[src/rtl/dmem_responder.sv]
// Data-memory responder for the MEM stage: one outstanding load/store, LATENCY wait cycles, done pulse.
// Optional DMEM_BOUNDS_CHECK_EN: out-of-range word index suppresses writes, returns zero and flags err.
module dmem_responder #(
    parameter int DEPTH   = 256,
    parameter int LATENCY = 2
) (
    input  logic        clk,
    input  logic        rst,
    input  logic        req_valid,
    output logic        req_ready,
    input  logic        memRead,
    input  logic        memWrite,
    input  logic        sByte,
    input  logic        loadByte,
    input  logic [15:0] addr,
    input  logic [15:0] wr_data,
    output logic [15:0] rd_data,
    output logic        done,
    output logic        busy,
    output logic        err
);

    localparam int         AW        = (DEPTH > 1) ? $clog2(DEPTH) : 1;
    localparam logic [3:0] WAIT_INIT = (LATENCY > 0) ? 4'(LATENCY - 1) : 4'd0;

    typedef enum logic [1:0] {
        ST_IDLE,
        ST_WAIT,
        ST_ACCESS
    } state_t;

    state_t      state_q;
    logic [3:0]  count_q;
    logic        store_q;
    logic        byte_store_q;
    logic        load_byte_q;
    logic [15:0] addr_q;
    logic [15:0] wdata_q;
    logic [15:0] rd_data_q;
    logic        done_q;
    logic        err_q;

    logic             accept_d;
    logic [14:0]      word_addr_d;
    logic [AW-1:0]    idx_d;
    logic             oob_d;
    logic [1:0][7:0]  lane_rd_d;
    logic [7:0]       sel_byte_d;
    logic [15:0]      load_val_d;

    assign accept_d    = req_valid & (memRead | memWrite);
    assign word_addr_d = addr_q[15:1];
    assign idx_d       = AW'({17'd0, word_addr_d} % DEPTH);

`ifdef DMEM_BOUNDS_CHECK_EN
    assign oob_d = ({17'd0, word_addr_d} >= DEPTH);
`else
    assign oob_d = 1'b0;
`endif

    // Each byte lane is its own array so byte stores never need a read-modify-write.
    genvar gi;
    generate
        for (gi = 0; gi < 2; gi++) begin : g_lane
            logic [7:0] mem_q [DEPTH];
            logic       we_d;
            logic [7:0] wbyte_d;

            assign we_d    = rst && (state_q == ST_ACCESS) && store_q && !oob_d &&
                             (!byte_store_q || (addr_q[0] == 1'(gi)));
            assign wbyte_d = byte_store_q ? wdata_q[7:0] : wdata_q[8*gi +: 8];

            always_ff @(posedge clk) begin
                if (we_d) begin
                    mem_q[idx_d] <= wbyte_d;
                end
            end

            assign lane_rd_d[gi] = mem_q[idx_d];
        end
    endgenerate

    assign sel_byte_d = addr_q[0] ? lane_rd_d[1] : lane_rd_d[0];
    assign load_val_d = load_byte_q ? {{8{sel_byte_d[7]}}, sel_byte_d} : lane_rd_d;

    // Request fields are captured only on acceptance; later input changes have no effect.
    always_ff @(posedge clk) begin
        if (!rst) begin
            state_q   <= ST_IDLE;
            count_q   <= 4'd0;
            rd_data_q <= 16'h0000;
            done_q    <= 1'b0;
            err_q     <= 1'b0;
        end else begin
            done_q <= 1'b0;
            err_q  <= 1'b0;
            case (state_q)
                ST_IDLE: begin
                    if (accept_d) begin
                        store_q      <= memWrite;
                        byte_store_q <= sByte;
                        load_byte_q  <= loadByte;
                        addr_q       <= addr;
                        wdata_q      <= wr_data;
                        if (LATENCY == 0) begin
                            state_q <= ST_ACCESS;
                        end else begin
                            state_q <= ST_WAIT;
                            count_q <= WAIT_INIT;
                        end
                    end
                end
                ST_WAIT: begin
                    if (count_q == 4'd0) begin
                        state_q <= ST_ACCESS;
                    end else begin
                        count_q <= count_q - 4'd1;
                    end
                end
                ST_ACCESS: begin
                    done_q  <= 1'b1;
                    err_q   <= oob_d;
                    state_q <= ST_IDLE;
                    if (!store_q) begin
                        rd_data_q <= oob_d ? 16'h0000 : load_val_d;
                    end
                end
                default: state_q <= ST_IDLE;
            endcase
        end
    end

    assign req_ready = (state_q == ST_IDLE);
    assign busy      = (state_q == ST_WAIT) || (state_q == ST_ACCESS);
    assign rd_data   = rd_data_q;
    assign done      = done_q;

`ifdef DMEM_BOUNDS_CHECK_EN
    assign err = err_q;
`else
    assign err = 1'b0;
`endif

endmodule

[config.mk]
export PLATFORM = sky130hd
export DESIGN_NAME = dmem_responder
export DESIGN_NICKNAME = d
export VERILOG_FILES = /design/src/rtl/dmem_responder.sv
export SDC_FILE = /design/constraint.sdc
export NUM_CORES = 2
export LEC_CHECK = 0
export BUFFER_PORTS_ARGS = -buffer_cell sky130_fd_sc_hd__buf_4
export CAP_MARGIN = 20
export CORE_UTILIZATION = 35
export CTS_CLUSTER_DIAMETER = 30
export DETAILED_ROUTE_END_ITERATION = 7
export GPL_TIMING_DRIVEN = 0
export HOLD_SLACK_MARGIN = 0.1
export PLACE_DENSITY = 0.53
export SLEW_MARGIN = 0
export SYNTH_ARGS = -nofsm -noshare
export SYNTH_HDL_FRONTEND = slang
export SYNTH_SLANG_ARGS = --single-unit
export TNS_END_PERCENT = 20
[constraint.sdc]
create_clock -name clk -period 13 [get_ports clk]
set_clock_uncertainty 0.15 [all_clocks]
set_input_delay 2.6 -clock clk [delete_from_list [all_inputs] [get_ports clk]]
set_output_delay 2.6 -clock clk [all_outputs]
set_load 0.02 [all_outputs]
==> impl_metrics.yaml <==
status:
  status: "finished with violations"
  violations: "max-capacitance violations"
synthesis:
  synth_top_area_share_pct: 76.96
  avgSynthCellArea_sq_um: 22.32
  yosysUniqueCellTypes: 72
  synth.largest_area_cell: "edfxtp_1"
  netlist_area_sq_mm: 0.1609
  seq_area_frac_synth_pct: 77.34
  synth_nets: 7254
  ys_top_cells_by_count: "edfxtp_1 (4124), mux4_2 (1134), nor2_1 (567)"
  synthCells: 7211
  synth_edf_count: 4124
  synthTopCellsByArea: "edfxtp_1 (77%), mux4_2 (16%), nor2_1 (1.3%)"
  synth_ff_type: "edfxtp_1"
  async_flop_share_pct: 0
  yosysMostFrequentCell: "edfxtp_1"
  yosys_warnings: 0
  synth-seq-cells: 4155
place:
  io_buffers: 49
  placed_cell_area_sq_mm: 0.1734
  place.gp.congestion: 1.019
  place_hpwl_microns: 482300
cts:
  root_buffer: "clkbuf_16"
  ctsHoldBuffers: 0
  cts_setup_buffers: 0
  cts_resized: 0
  clkTransAtPathRegs_ns: 0.05
  numCtsBuffers: 802
  clkLatencyLatePin_ns: 1.17
  htreeDepth: 6
  tritoncts: "done"
  cts.sinks: 4155
  clock_tree.buffer_depth: 4
worst_hold_path:
  holdPathStages: 2
  hp-class: "register to register"
  hold-path-endpoint: "state_q[0]"
  min_from: "state_q[0]"
power_and_ir_drop:
  clockPowerShare_pct: 53.2
  ir_worst_vdd_mv: 0.1517
  p_comb_share_pct: 9.5
  p_switching_uw: 10280
  internal_power_uw: 29620
  switching_share_pct: 25.76
  p_per_area_mw_per_mm2: 197.6
  p_leak_uw: 0.06468
  total_power_uw: 39900
  share_seq_of_total_power_pct: 37.3
routing:
  dr.first_iter.drc_count: 17535
  wire_per_inst_microns: 46.44
  via_count: 93683
  routed_wl_microns: 706000
  ant_nets: 0
  via_per_inst: 6.163
  drcViolationCount: 0
  dr.pass1.iters: 8
floorplan:
  core_sq_mm: 0.4571
  die_area_sq_mm: 0.4625
  ioPinCount: 59
  initial_core_util_pct: 35.21
  dieWidth_microns: 680.1
  fp-row-count: 248
  fp.dieH_microns: 680.1
sta:
  grt_setup_unrepaired: "no"
  fmax_ghz: 0.1352
  finalMaxSlewViolations: 0
  setup_viol: 0
  finalSetupTns_ns: 0
  finalCritPeriodShare_pct: 56.91
  hold_viol: 0
  worst_pin_slew_ns: 1.482
  period_minus_slack_ns: 7.398
  slew_headroom_pct: 1.179
critical_path:
  rr_worst_depth: 14
  critPathMaxStageDelay_ns: 1.03
  r2r_end: "rd_data[2]"
  worst_ep_required_time_ns: 13.91
  rrSetupSlack_ns: 5.60
  cp_slowest_cell: "buf_2"
  crit_chain: "buf_2 > buf_2 > buf_12 > buf_4 > buf_2 > buf_2 > buf_2 > mux4_2 > a22oi_1 > a21oi_1 > nor4_2 > buf_6 > o221ai_1 > o211a_1"
  path_class: "register to register"
  cp_num_cells: 14
  critPathTopFamily: "buffers and inverters"
  cp_num_buf_inv: 8
  cp_common_cell: "buf_2"
  crit_fanout: 11
  worst_ep_arrival_time_ns: 8.30
  end_kind: "register"
  worst_setup_path_start_kind: "register"
layout:
  drive_above_1_share_pct: 34.87
  areaGrowthSynthToFinish_pct: 25.45
  fin_area_sq_mm: 0.2019
  fin_nets: 8363
global_routing:
  grt_remaining_overflow: 0
  grt_pass1_wl_microns: 896300
  antenna_found_initial: 92
  grt_util_all_layers_pct: 29.98
  grt_pass1_vias: 88675
  grt_max_degree: 161
job:
  maxCapViolCount: 1
stage by stage:
step	util, %	setup WS, ns	instances	hold WS, ns
after floorplan	-	6.741	7211	0.3124
after global placement	36.96	1.150	13385	0.3393
after detailed placement	37.93	5.520	13596	0.3439
after CTS	44.03	5.622	15086	0.3637
after global routing	44.13	6.020	15140	0.3890
final	44.17	5.602	15201	0.3621
how the worst max path moves through the flow:
stage	to	slack, ns	startpoint
6_report	rd_data[2]	5.60	register
3_3_place_gp	g_lane[1].mem_q[184][4]	1.15	wdata_q[4]
2_1_floorplan	g_lane[1].mem_q[0][0]	6.74	wdata_q[0]
3_5_place_dp	g_lane[1].mem_q[112][5]	5.52	rst
4_1_cts	rd_data[2]	5.62	register
5_1_grt	rd_data[11]	6.02	register
worst reg2reg max path, stage by stage (launching register included):
cell,delay (ns)
dfxtp_1,0.29
buf_2,0.33
buf_2,0.36
buf_12,0.30
buf_4,0.54
buf_2,1.10
buf_2,0.86
buf_2,0.87
mux4_2,0.59
a22oi_1,0.27
a21oi_1,0.40
nor4_2,0.62
buf_6,0.25
o221ai_1,0.16
o211a_1,0.21
layout make-up:
| type | instances | area [sq um] |
|---|---|---|
| Clock inverter | 606 | 7380 |
| Inverter | 12 | 45.04 |
| Sequential cell | 4155 | 124500 |
| Timing Repair Buffer | 305 | 4938 |
| Buffer | 430 | 2469 |
| Antenna cell | 70 | 175.2 |
| Clock buffer | 884 | 20480 |
| Fill cell | 38619 | 255200 |
| Multi-Input combinational cell | 2614 | 34260 |
| Tap cell | 6125 | 7664 |
per-layer routing:
metal,vias to the layer above,part of all wire (%),wire length (microns),track usage [%]
met1,50579,35,248900,37.41
li1,33130,-,-,-
met4,34,8.0,56710,20.80
met2,8049,43,302000,42.82
met3,1891,14,97740,11.72
met5,-,0.087,615,0
sequential cells by signal (all words and copies together), names as in the netlist, named ones only:
signal	cells
g_lane.mem_q	4096
rd_data	16
wdata_q	16
addr_q	9
count_q	4
state_q	2
byte_store_q	1
done	1
load_byte_q	1
store_q	1
placed cells by master, fill, tap and decap left out, drive strengths merged, types with 6 or more instances in the layout:
cell,Yosys,layout
inv,12,105
clkinvlp,0,95
a211o,6,6
nand3,49,49
nor3,25,25
a31oi,7,7
mux2i,152,152
a221oi,13,13
nand2b,13,13
bufinv,0,112
buf,285,585
nand2,150,150
edfxtp,4124,4124
dfxtp,31,31
mux4,1134,1134
o22ai,31,31
a32oi,9,9
clkinv,0,306
a22oi,108,108
nand4,10,10
a22o,12,12
nor2,567,567
a21oi,64,64
nor4,17,17
o221ai,14,14
mux2,27,27
a211oi,13,13
nor2b,33,33
o211ai,20,20
and2,12,12
o21ai,34,34
diode,0,70
clkbuf,145,1034
nor3b,9,9
a2111oi,8,8
logic make-up (layout without fill, tap and decap cells):
group                      Yosys count  in the layout  synth area share (%)
DFF                               4155           4155                 77.34
muxes                             1313           1313                 17.01
and+or+nand+nor                    914            914                 2.416
buffers and inverters              442           2237                 1.508
AOI/OAI and AO/OA                  380            380                 1.686
adders and majority gates            4              4               0.03110
xor gates and xnor gates             2              2               0.01089
other                                1             71              0.002330
power groups by stage:
stage,clock [uW],combinational (uW),sequential (uW)
2_1_floorplan,0,1450,15200
3_3_place_gp,0,3310,15300
3_5_place_dp,0,3620,15100
4_1_cts,21200,3630,14900
5_1_grt,21800,3700,14900
6_report,21200,3810,14900
Power figures use the tool's default switching activity.
